--- config.mk ---
export PLATFORM = sky130hd
export DESIGN_NAME = ps2_key_decoder
export DESIGN_NICKNAME = d
export VERILOG_FILES = /design/src/rtl/ps2_pkg.sv /design/src/rtl/ps2_frame_rx.sv /design/src/rtl/ps2_key_decoder.sv
export SDC_FILE = /design/constraint.sdc
export NUM_CORES = 1
export LEC_CHECK = 0
export BUFFER_PORTS_ARGS = -buffer_cell sky130_fd_sc_hd__buf_2
export CORE_UTILIZATION = 57
export CTS_BUF_LIST = sky130_fd_sc_hd__clkbuf_4 sky130_fd_sc_hd__clkbuf_8
export DETAILED_ROUTE_END_ITERATION = 6
export PLACE_DENSITY = 0.73
export SYNTH_ARGS = -nofsm -noshare
export SYNTH_HDL_FRONTEND = slang
export SYNTH_SLANG_ARGS = --single-unit
--- constraint.sdc ---
create_clock -name clk -period 2.7 [get_ports clk]
set_clock_uncertainty 0.2 [all_clocks]
set_input_delay 0.135 -clock clk [delete_from_list [all_inputs] [get_ports clk]]
set_output_delay 0.135 -clock clk [all_outputs]
set_load 0.01 [all_outputs]
--- src/rtl/ps2_pkg.sv ---
// ps2_pkg: shared constants and state types for the PS/2 keyboard decoder.
//   - scan-code constants (extended prefix, break prefix, arrow keys)
//   - frame receiver FSM states and make/break decode FSM states
//   - key_onehot(): maps an extended arrow scan code to a one-hot key vector
package ps2_pkg;

    localparam logic [7:0] SC_EXT   = 8'hE0;
    localparam logic [7:0] SC_BRK   = 8'hF0;
    localparam logic [7:0] SC_LEFT  = 8'h6B;
    localparam logic [7:0] SC_RIGHT = 8'h74;
    localparam logic [7:0] SC_UP    = 8'h75;

    // Bit positions in the key vectors (held flags, pulses).
    localparam int NUM_KEYS  = 3;
    localparam int KEY_LEFT  = 0;
    localparam int KEY_RIGHT = 1;
    localparam int KEY_ROT   = 2;

    typedef enum logic {
        RX_IDLE,
        RX_BITS
    } rx_state_e;

    typedef enum logic [1:0] {
        D_BASE,
        D_EXT,
        D_BRK,
        D_EXT_BRK
    } dec_state_e;

    // One-hot key vector for an extended code; zero for anything unlisted.
    function automatic logic [NUM_KEYS-1:0] key_onehot(input logic [7:0] code);
        logic [NUM_KEYS-1:0] k;
        k = '0;
        case (code)
            SC_LEFT:  k[KEY_LEFT]  = 1'b1;
            SC_RIGHT: k[KEY_RIGHT] = 1'b1;
            SC_UP:    k[KEY_ROT]   = 1'b1;
            default:  k = '0;
        endcase
        return k;
    endfunction

endpackage

--- src/rtl/ps2_frame_rx.sv ---
// ps2_frame_rx: PS/2 device-to-host frame receiver.
//   Synchronizes the raw PS/2 clock/data, detects falling edges of the PS/2
//   clock and shifts in an 11-bit frame (start, 8 data LSB first, parity,
//   stop). Frames with stop=1 (and, when PS2_PARITY_CHK_EN is defined, odd
//   parity) are accepted; others, and frames stalled for TIMEOUT_CYC cycles,
//   are rejected.
// Ports:
//   clk, reset        system clock, synchronous active-high reset
//   ps2_clk, ps2_dat  raw asynchronous PS/2 lines
//   code              last accepted data byte
//   code_valid        one-cycle strobe when code updates
//   frame_err         one-cycle strobe on a rejected or timed-out frame
// Configuration macro: PS2_PARITY_CHK_EN (enables odd-parity check).
module ps2_frame_rx
    import ps2_pkg::*;
#(
    parameter int TIMEOUT_CYC = 50000
) (
    input  logic       clk,
    input  logic       reset,
    input  logic       ps2_clk,
    input  logic       ps2_dat,
    output logic [7:0] code,
    output logic       code_valid,
    output logic       frame_err
);

    localparam int TW = $clog2(TIMEOUT_CYC + 1);

    logic [1:0]    clk_sync;
    logic [1:0]    dat_sync;
    logic          clk_prev;
    logic          fall;
    logic          dat;

    rx_state_e     state, state_nxt;
    logic [3:0]    bit_cnt;
    logic [7:0]    shift;
    logic [TW-1:0] tmo_cnt;
    logic          tmo_hit;
    logic          parity_ok;
    logic          accept;
    logic          reject;

`ifdef PS2_PARITY_CHK_EN
    logic          par_bit;
    assign parity_ok = ^{shift, par_bit};
`else
    assign parity_ok = 1'b1;
`endif

    assign dat     = dat_sync[1];
    assign fall    = clk_prev & ~clk_sync[1];
    assign tmo_hit = (tmo_cnt == TW'(TIMEOUT_CYC - 1));

    // Lines idle high, so synchronizers reset to 1 to avoid a phantom edge.
    always_ff @(posedge clk) begin
        if (reset) begin
            clk_sync <= 2'b11;
            dat_sync <= 2'b11;
            clk_prev <= 1'b1;
        end else begin
            clk_sync <= {clk_sync[0], ps2_clk};
            dat_sync <= {dat_sync[0], ps2_dat};
            clk_prev <= clk_sync[1];
        end
    end

    always_ff @(posedge clk) begin
        if (reset) state <= RX_IDLE;
        else       state <= state_nxt;
    end

    // bit_cnt 0..7 = data, 8 = parity, 9 = stop.
    always_comb begin
        state_nxt = state;
        accept    = 1'b0;
        reject    = 1'b0;
        case (state)
            RX_IDLE: begin
                if (fall && !dat) state_nxt = RX_BITS;
            end
            RX_BITS: begin
                if (fall) begin
                    if (bit_cnt == 4'd9) begin
                        state_nxt = RX_IDLE;
                        if (dat && parity_ok) accept = 1'b1;
                        else                  reject = 1'b1;
                    end
                end else if (tmo_hit) begin
                    state_nxt = RX_IDLE;
                    reject    = 1'b1;
                end
            end
            default: state_nxt = RX_IDLE;
        endcase
    end

    always_ff @(posedge clk) begin
        if (reset) begin
            bit_cnt <= '0;
            shift   <= '0;
            tmo_cnt <= '0;
        end else begin
            if (state != RX_BITS) bit_cnt <= '0;
            else if (fall)        bit_cnt <= bit_cnt + 4'd1;

            if (state == RX_BITS && fall && bit_cnt < 4'd8)
                shift <= {dat, shift[7:1]};

            // Counts cycles since the last edge while a frame is open.
            if (state != RX_BITS || fall) tmo_cnt <= '0;
            else if (!tmo_hit)            tmo_cnt <= tmo_cnt + 1'b1;
        end
    end

`ifdef PS2_PARITY_CHK_EN
    always_ff @(posedge clk) begin
        if (reset)                                      par_bit <= 1'b0;
        else if (state == RX_BITS && fall && bit_cnt == 4'd8) par_bit <= dat;
    end
`endif

    always_ff @(posedge clk) begin
        if (reset) begin
            code       <= 8'h00;
            code_valid <= 1'b0;
            frame_err  <= 1'b0;
        end else begin
            code_valid <= accept;
            frame_err  <= reject;
            if (accept) code <= shift;
        end
    end

endmodule

--- src/rtl/ps2_key_decoder.sv ---
// ps2_key_decoder: PS/2 keyboard front end producing arrow-key press pulses.
//   Frames come from ps2_frame_rx; a make/break decoder tracks E0/F0
//   prefixes and emits one pulse per new press of the extended left, right
//   and up arrows. Held flags suppress typematic repeats until the matching
//   break code arrives.
// Ports:
//   clk, reset        system clock, synchronous active-high reset
//   ps2_clk, ps2_dat  raw asynchronous PS/2 lines
//   left/right/rotate one-cycle press pulses (E0 6B / E0 74 / E0 75)
//   scan_code         last accepted frame byte
//   code_valid        one-cycle strobe when scan_code updates
//   frame_err         one-cycle strobe on an aborted or rejected frame
// Configuration macro: PS2_PARITY_CHK_EN (enables odd-parity check).
module ps2_key_decoder
    import ps2_pkg::*;
#(
    parameter int TIMEOUT_CYC = 50000
) (
    input  logic       clk,
    input  logic       reset,
    input  logic       ps2_clk,
    input  logic       ps2_dat,
    output logic       left,
    output logic       right,
    output logic       rotate,
    output logic [7:0] scan_code,
    output logic       code_valid,
    output logic       frame_err
);

    dec_state_e          dec, dec_nxt;
    logic [NUM_KEYS-1:0] held, held_nxt;
    logic [NUM_KEYS-1:0] pulse, pulse_nxt;
    logic [NUM_KEYS-1:0] key;

    ps2_frame_rx #(
        .TIMEOUT_CYC (TIMEOUT_CYC)
    ) u_rx (
        .clk        (clk),
        .reset      (reset),
        .ps2_clk    (ps2_clk),
        .ps2_dat    (ps2_dat),
        .code       (scan_code),
        .code_valid (code_valid),
        .frame_err  (frame_err)
    );

    assign key = key_onehot(scan_code);

    always_ff @(posedge clk) begin
        if (reset) begin
            dec   <= D_BASE;
            held  <= '0;
            pulse <= '0;
        end else begin
            dec   <= dec_nxt;
            held  <= held_nxt;
            pulse <= pulse_nxt;
        end
    end

    // Only code_valid advances the decoder; frame_err leaves it untouched.
    // key is one-hot, so at most one pulse bit is ever set.
    always_comb begin
        dec_nxt   = dec;
        held_nxt  = held;
        pulse_nxt = '0;
        if (code_valid) begin
            case (dec)
                D_BASE: begin
                    if      (scan_code == SC_EXT) dec_nxt = D_EXT;
                    else if (scan_code == SC_BRK) dec_nxt = D_BRK;
                end
                D_EXT: begin
                    if (scan_code == SC_BRK) begin
                        dec_nxt = D_EXT_BRK;
                    end else begin
                        dec_nxt   = D_BASE;
                        pulse_nxt = key & ~held;
                        held_nxt  = held | key;
                    end
                end
                D_BRK: dec_nxt = D_BASE;
                D_EXT_BRK: begin
                    dec_nxt  = D_BASE;
                    held_nxt = held & ~key;
                end
                default: dec_nxt = D_BASE;
            endcase
        end
    end

    assign left   = pulse[KEY_LEFT];
    assign right  = pulse[KEY_RIGHT];
    assign rotate = pulse[KEY_ROT];

endmodule

==> flow_summary.ini, run 1 <==
[synthesis]
syn_area_per_cell_um2 = 9.26
yosysSeqAreaShare = 0.487
yosysWarningCount = 0
syn_area_mm2 = 0.00214
synth_cell_types = 39
syn-instance-count = 231
ys_ff_latch = 52
syn-num-nets = 238

[detailed_routing]
postRouteAntennaNets = 0
wl_um = 4010
viasPerCell = 5.63
drtIter0Drc = 109
dr.pass1.iters = 4
drc = 0
vias = 1666
wl_per_cell_um = 13.5

[clocking]
cts.sinks = 52
cts.clk_slew.worst_paths_ns = 0.09
tritoncts = yes
clk_path_buf_depth = 2
htree_num_levels = 2
cts_made_buffers = 5
root_buffer = clkbuf_8
clk_latency_ns = 0.30
cts_resized = 0

[sta]
hold_violations = 0
finalSetupViolations = 0
slew_violations = 0
min_period_over_period = 0.756
slew_headroom = 0.638
holdWs_ns = 0.0576
finalSetupTns_ns = 0
rsz0062_at_grt = no
clock.fmax_mhz = 490
tightest_slew_ns = 0.543
period_minus_slack_ns = 2.04

[place]
dp_cells = 286
portBuffers = 16
globalplace.congestion = 0.853
hpwlAfterDp_um = 2910

[power_and_ir_drop]
p_int_mw = 1.10
pwr_density_cell_mw_per_mm2 = 565
clockPowerShare = 0.418
cellLeakagePower_nw = 0.859
ir_worst_vdd_mv = 0.422
pwr-share-seq = 0.569
p_sw_frac = 0.186
pwr-share-comb = 0.013
p_sw_uw = 252

[finish]
syn2layout_area_growth_pct = 12.1
fin_cells = 296
antennaDiodeCount = 0
final_nets = 256
drive_above_1_share = 0.140
fillers = 286

[run_status]
outcome = finished clean

[floorplanning]
start_util = 0.617
dieWidth_um = 63.3
io_pins = 17
core.rowCount = 21
coreArea_mm2 = 0.00347
die_area_mm2 = 0.00400
die_h_um = 63.3

[setup_path]
cp_max_fo = 5
cp.required_ns = 2.68
endpoint_kind = flop
critPathLaunchType = flop
worstSetupPathType = flop to flop
worst-endpoint-arrival_ns = 2.02

[global_route]
grt_pass1_vias = 1589
track_usage = 0.226
grt_pass1_wl_um = 7000
antenna_found_initial = 0
grt_max_degree = 31
grt.overflow.total = 0

[worst_hold_path]
hold_path_class = input port to flop

[flow_run]
cap_violations = 0
==> per-layer routing <==
metal	vias to the layer above	track usage	routed length, um
met4	0	0.116	61
met3	6	0.0743	133
met5	-	0	0
met2	28	0.347	1950
li1	840	-	-
met1	792	0.280	1870
==> state kept, by name (all words and copies together) (netlist names), named ones only <==
register,count
u_rx.code,8
u_rx.shift,8
u_rx.state,1
u_rx.code_valid,1
u_rx.bit_cnt,4
u_rx.tmo_cnt,16
u_rx.dat_sync,2
u_rx.clk_sync,2
dec,2
u_rx.clk_prev,1
pulse,3
u_rx.frame_err,1
==> power groups by stage <==
stage / clock, mW / sequential (mW) / combinational, mW
after global routing: 0.623 / 0.772 / 0.0201
after CTS: 0.582 / 0.771 / 0.0180
final: 0.567 / 0.771 / 0.0180
after detailed placement: 0 / 0.789 / 0.0158
after floorplan: 0 / 0.789 / 0.0125
after global placement: 0 / 0.789 / 0.0155
==> cell usage in the layout (no fill, tap or decap), drive strengths merged, types with 3 or more instances in the layout <==
cell type  instances
ha                 3
nand3              6
or3                5
nor3               7
o21ai              5
xor2               4
nand4              6
mux2i             19
nor2              40
nand2b             6
inv                7
clkbuf             7
or2                6
a21oi              8
xnor2              9
nor4               6
buf               17
or4                5
nand2             12
dfxtp             52
or4b               3
==> critical path, cell delays in order, from the launching register on <==
cell	delay, ns
dfxtp_1	0.37
or4b_4	0.57
or4_4	0.57
xnor2_1	0.15
nor2_1	0.06
==> repair_timing <==
| item | 4_1_cts | 5_1_grt |
|---|---|---|
| setup buffers | 0 | 0 |
| setup endpoints to repair | 0 | 0 |
| endpoints found under the hold margin | 2 | 0 |
| hold buffers | 2 | 0 |
==> metrics by stage <==
step                area, um^2   util  worst slack [ns]  total power, mW
floorplan                 2140      -             0.786            0.801
global placement          2250  0.649             0.749            0.805
detailed placement        2250  0.649             0.687            0.805
CTS                       2400  0.692             0.667             1.37
global route              2400  0.692             0.541             1.42
finish                    2400  0.692             0.658             1.36
==> path summary, 6_finish.rpt <==
kind / slack [ns] / cells past startpoint / endpoint / startpoint
worst max-delay path: 0.66 / 4 / u_rx.tmo_cnt[0] / u_rx.tmo_cnt[4]
worst min-delay path: 0.06 / 2 / u_rx.shift[1] / reset
worst max register to register: 0.66 / 4 / u_rx.tmo_cnt[0] / u_rx.tmo_cnt[4]
worst min register to register: 0.22 / 1 / u_rx.dat_sync[1] / u_rx.dat_sync[0]
==> synthesized netlist by cell type <==
library cell | count | area (um^2)
dfxtp_1 | 52 | 1040
nor2_1 | 40 | 150
mux2i_1 | 19 | 190
nand2_1 | 12 | 45.0
xnor2_1 | 9 | 78.8
a21oi_1 | 8 | 40.0
inv_1 | 7 | 26.3
nor3_1 | 7 | 35.0
nand2b_1 | 6 | 37.5
nand3_1 | 6 | 30.0
nand4_1 | 6 | 37.5
clkbuf_1 | 5 | 18.8
nor4_1 | 5 | 31.3
or2_2 | 5 | 31.3
or3_1 | 5 | 31.3
o21ai_0 | 4 | 20.0
or4_1 | 4 | 30.0
xor2_1 | 4 | 35.0
ha_1 | 3 | 37.5
buf_2 | 2 | 10.0
nand4b_1 | 2 | 17.5
nor3b_1 | 2 | 15.0
o31ai_1 | 2 | 15.0
a211oi_1 | 1 | 7.51
and2_1 | 1 | 6.26
and3_1 | 1 | 6.26
and4b_1 | 1 | 10.0
buf_1 | 1 | 3.75
nor2b_1 | 1 | 6.26
nor4_2 | 1 | 12.5
nor4bb_1 | 1 | 10.0
o211ai_1 | 1 | 7.51
o21ai_1 | 1 | 5.00
or2_1 | 1 | 6.26
or3b_2 | 1 | 8.76
or4_4 | 1 | 11.3
or4b_1 | 1 | 10.0
or4b_2 | 1 | 10.0
or4b_4 | 1 | 13.8
==> final cells by class <==
cell class                      instances  area, um^2  area share
Tap cell                               46        57.6      0.0240
Timing Repair Buffer                   19         108      0.0449
Clock buffer                            7        96.3      0.0402
Multi-Input combinational cell        164        1040       0.433
Sequential cell                        52        1040       0.434
Inverter                                7        26.3      0.0110
Clock inverter                          1        30.0      0.0125
==> logic make-up after synthesis <==
| family | Yosys count | synth area share |
|---|---|---|
| buffers and inverters | 15 | 0.0275 |
| and+or+nand+nor | 112 | 0.282 |
| AOI/OAI and AO/OA | 17 | 0.0444 |
| muxes | 19 | 0.0889 |
| DFF | 52 | 0.487 |
| adders and majority gates | 3 | 0.0175 |
| xor gates and xnor gates | 13 | 0.0532 |
No activity file was read; power rests on OpenSTA's default activity.
==> run 2: changes to the inputs <==
- clock period: 2.7 -> 2.15 ns (I/O delays scaled with it)
==> run 2 against run 1 <==
Global-route usage down 0.36 points. Fmax down 0.50%. Hold slack better by 0.16 ns. Cell count up 0.68%. Via count down 1.2%. Utilization down 0.14 points. Combinational power up 43%. Critical path depth unchanged. Non-clock buffer count up 3. Count of clock-buffer cells in the layout unchanged. Register-to-register slack worse by 0.56 ns. Critical path type unchanged. Largest cell class unchanged.
==> flow_summary.ini, run 2 (same netlist as run 1, synthesis figures left out) <==
[floorplanning]
io_pins = 17
core.rowCount = 21
coreArea_mm2 = 0.00347
die_area_mm2 = 0.00400
dieWidth_um = 63.3
start_util = 0.617
die_h_um = 63.3

[clocking]
cts.clk_slew.worst_paths_ns = 0.08
tritoncts = yes
cts_setup_buffers = 0
cts.sinks = 52
htree_num_levels = 2
cts_made_buffers = 5
cts_hold_buffers = 3
clk_path_buf_depth = 2
cts_resized = 0
root_buffer = clkbuf_8
clk_latency_ns = 0.30

[finish]
antennaDiodeCount = 0
largest_reg_flops = 16
top_register = u_rx.tmo_cnt
reg.largest.list = u_rx.tmo_cnt (16), u_rx.code (8), u_rx.shift (8)
syn2layout_area_growth_pct = 11.9
drive_above_1_share = 0.143
final_common_cell = dfxtp_1
layout_common_cells = dfxtp_1 (52), nor2_1 (40), mux2i_1 (19)
final_nets = 259

[sta]
clock.fmax_mhz = 487
holdWs_ns = 0.216
slew_violations = 0
rsz0062_at_grt = no
min_period_over_period = 0.955
slew_headroom = 0.631
tightest_slew_ns = 0.552
finalSetupTns_ns = 0
hold_violations = 0
finalSetupViolations = 0
period_minus_slack_ns = 2.05

[setup_path]
path_delay_family = simple AND/OR/NAND/NOR gates
cp_max_fo = 5
slowest_stage = or4b_4
worst-endpoint-arrival_ns = 2.02
crit_chain = or4b_4 -> or4_4 -> xnor2_1 -> nor2_1
cp.buffers_inverters = 0
crit_path_max_incr_delay_ns = 0.56
critPathLaunchType = flop
endpoint_kind = flop
worstSetupPathType = flop to flop
cp.required_ns = 2.12

[power_and_ir_drop]
cellLeakagePower_nw = 0.858
ir_worst_vdd_mv = 0.539
pwr_density_cell_mw_per_mm2 = 657

[global_route]
grt_pass1_vias = 1580
antenna_found_initial = 0
grt_pass1_wl_um = 6980
grt_max_degree = 25
grt.overflow.total = 0
track_usage = 0.222

[detailed_routing]
vias = 1646
drtIter0Drc = 125
wl_per_cell_um = 13.1
viasPerCell = 5.52
drc = 0
postRouteAntennaNets = 0
wl_um = 3900
dr.pass1.iters = 4

[worst_hold_path]
hold_path_class = flop to flop

[place]
portBuffers = 16
globalplace.congestion = 0.839
hpwlAfterDp_um = 2840

[flow_run]
cap_violations = 0

[run_status]
outcome = finished clean
-- run 2: cell types whose count changed in the layout (fill, tap and decap cells not counted), sizes merged --
cell         previous run  this run
dlygate4sd3             2         3
buf                    17        19
bufinv                  1         0
-- run 2: layout make-up --
class | instances | area (um^2)
tap | 46 | 57.6
sequential | 52 | 1040
multi-input combinational | 164 | 1040
timing repair buffer | 22 | 133
fill | 279 | 1070
inverter | 7 | 26.3
clock buffer | 7 | 96.3
-- run 2: where the power goes --
part           internal, mW  switching [mW]  total, mW
sequential            0.966         0.00204      0.968
combinational        0.0116          0.0141     0.0257
clock                 0.287           0.291      0.577
total                  1.26           0.307       1.57
-- run 2: worst register-to-register path, delay by kind of cell, from the launching register on --
family | cells | cell delay, ns
simple gates | 3 | 1.18
flops | 1 | 0.36
xor+xnor | 1 | 0.20
-- run 2: path summary, 6_finish.rpt --
kind	endpoint	cells after the start	slack, ns	from
max	u_rx.tmo_cnt[0]	4	0.1	u_rx.tmo_cnt[4]
min	u_rx.dat_sync[1]	1	0.22	u_rx.dat_sync[0]
max reg2reg	u_rx.tmo_cnt[0]	4	0.1	u_rx.tmo_cnt[4]
min reg2reg	u_rx.dat_sync[1]	1	0.22	u_rx.dat_sync[0]
-- run 2: stage by stage --
stage	cells	setup slack (ns)	power, mW	cell area (um^2)	utilization
3_3_place_gp	288	0.207	1.01	2270	0.654
5_1_grt	298	0.0188	1.62	2390	0.690
6_report	298	0.0973	1.57	2390	0.690
2_1_floorplan	231	0.236	1.01	2140	-
4_1_cts	298	0.132	1.59	2390	0.690
3_5_place_dp	288	0.148	1.01	2270	0.654
-- run 2: routing by layer --
| layer | routed length [um] | GRT usage | up-vias |
|---|---|---|---|
| li1 | - | - | 840 |
| met1 | 1900 | 0.280 | 783 |
| met2 | 1850 | 0.372 | 16 |
| met3 | 88 | 0.0435 | 7 |
| met4 | 60 | 0.0852 | 0 |
| met5 | 0 | 0 | - |
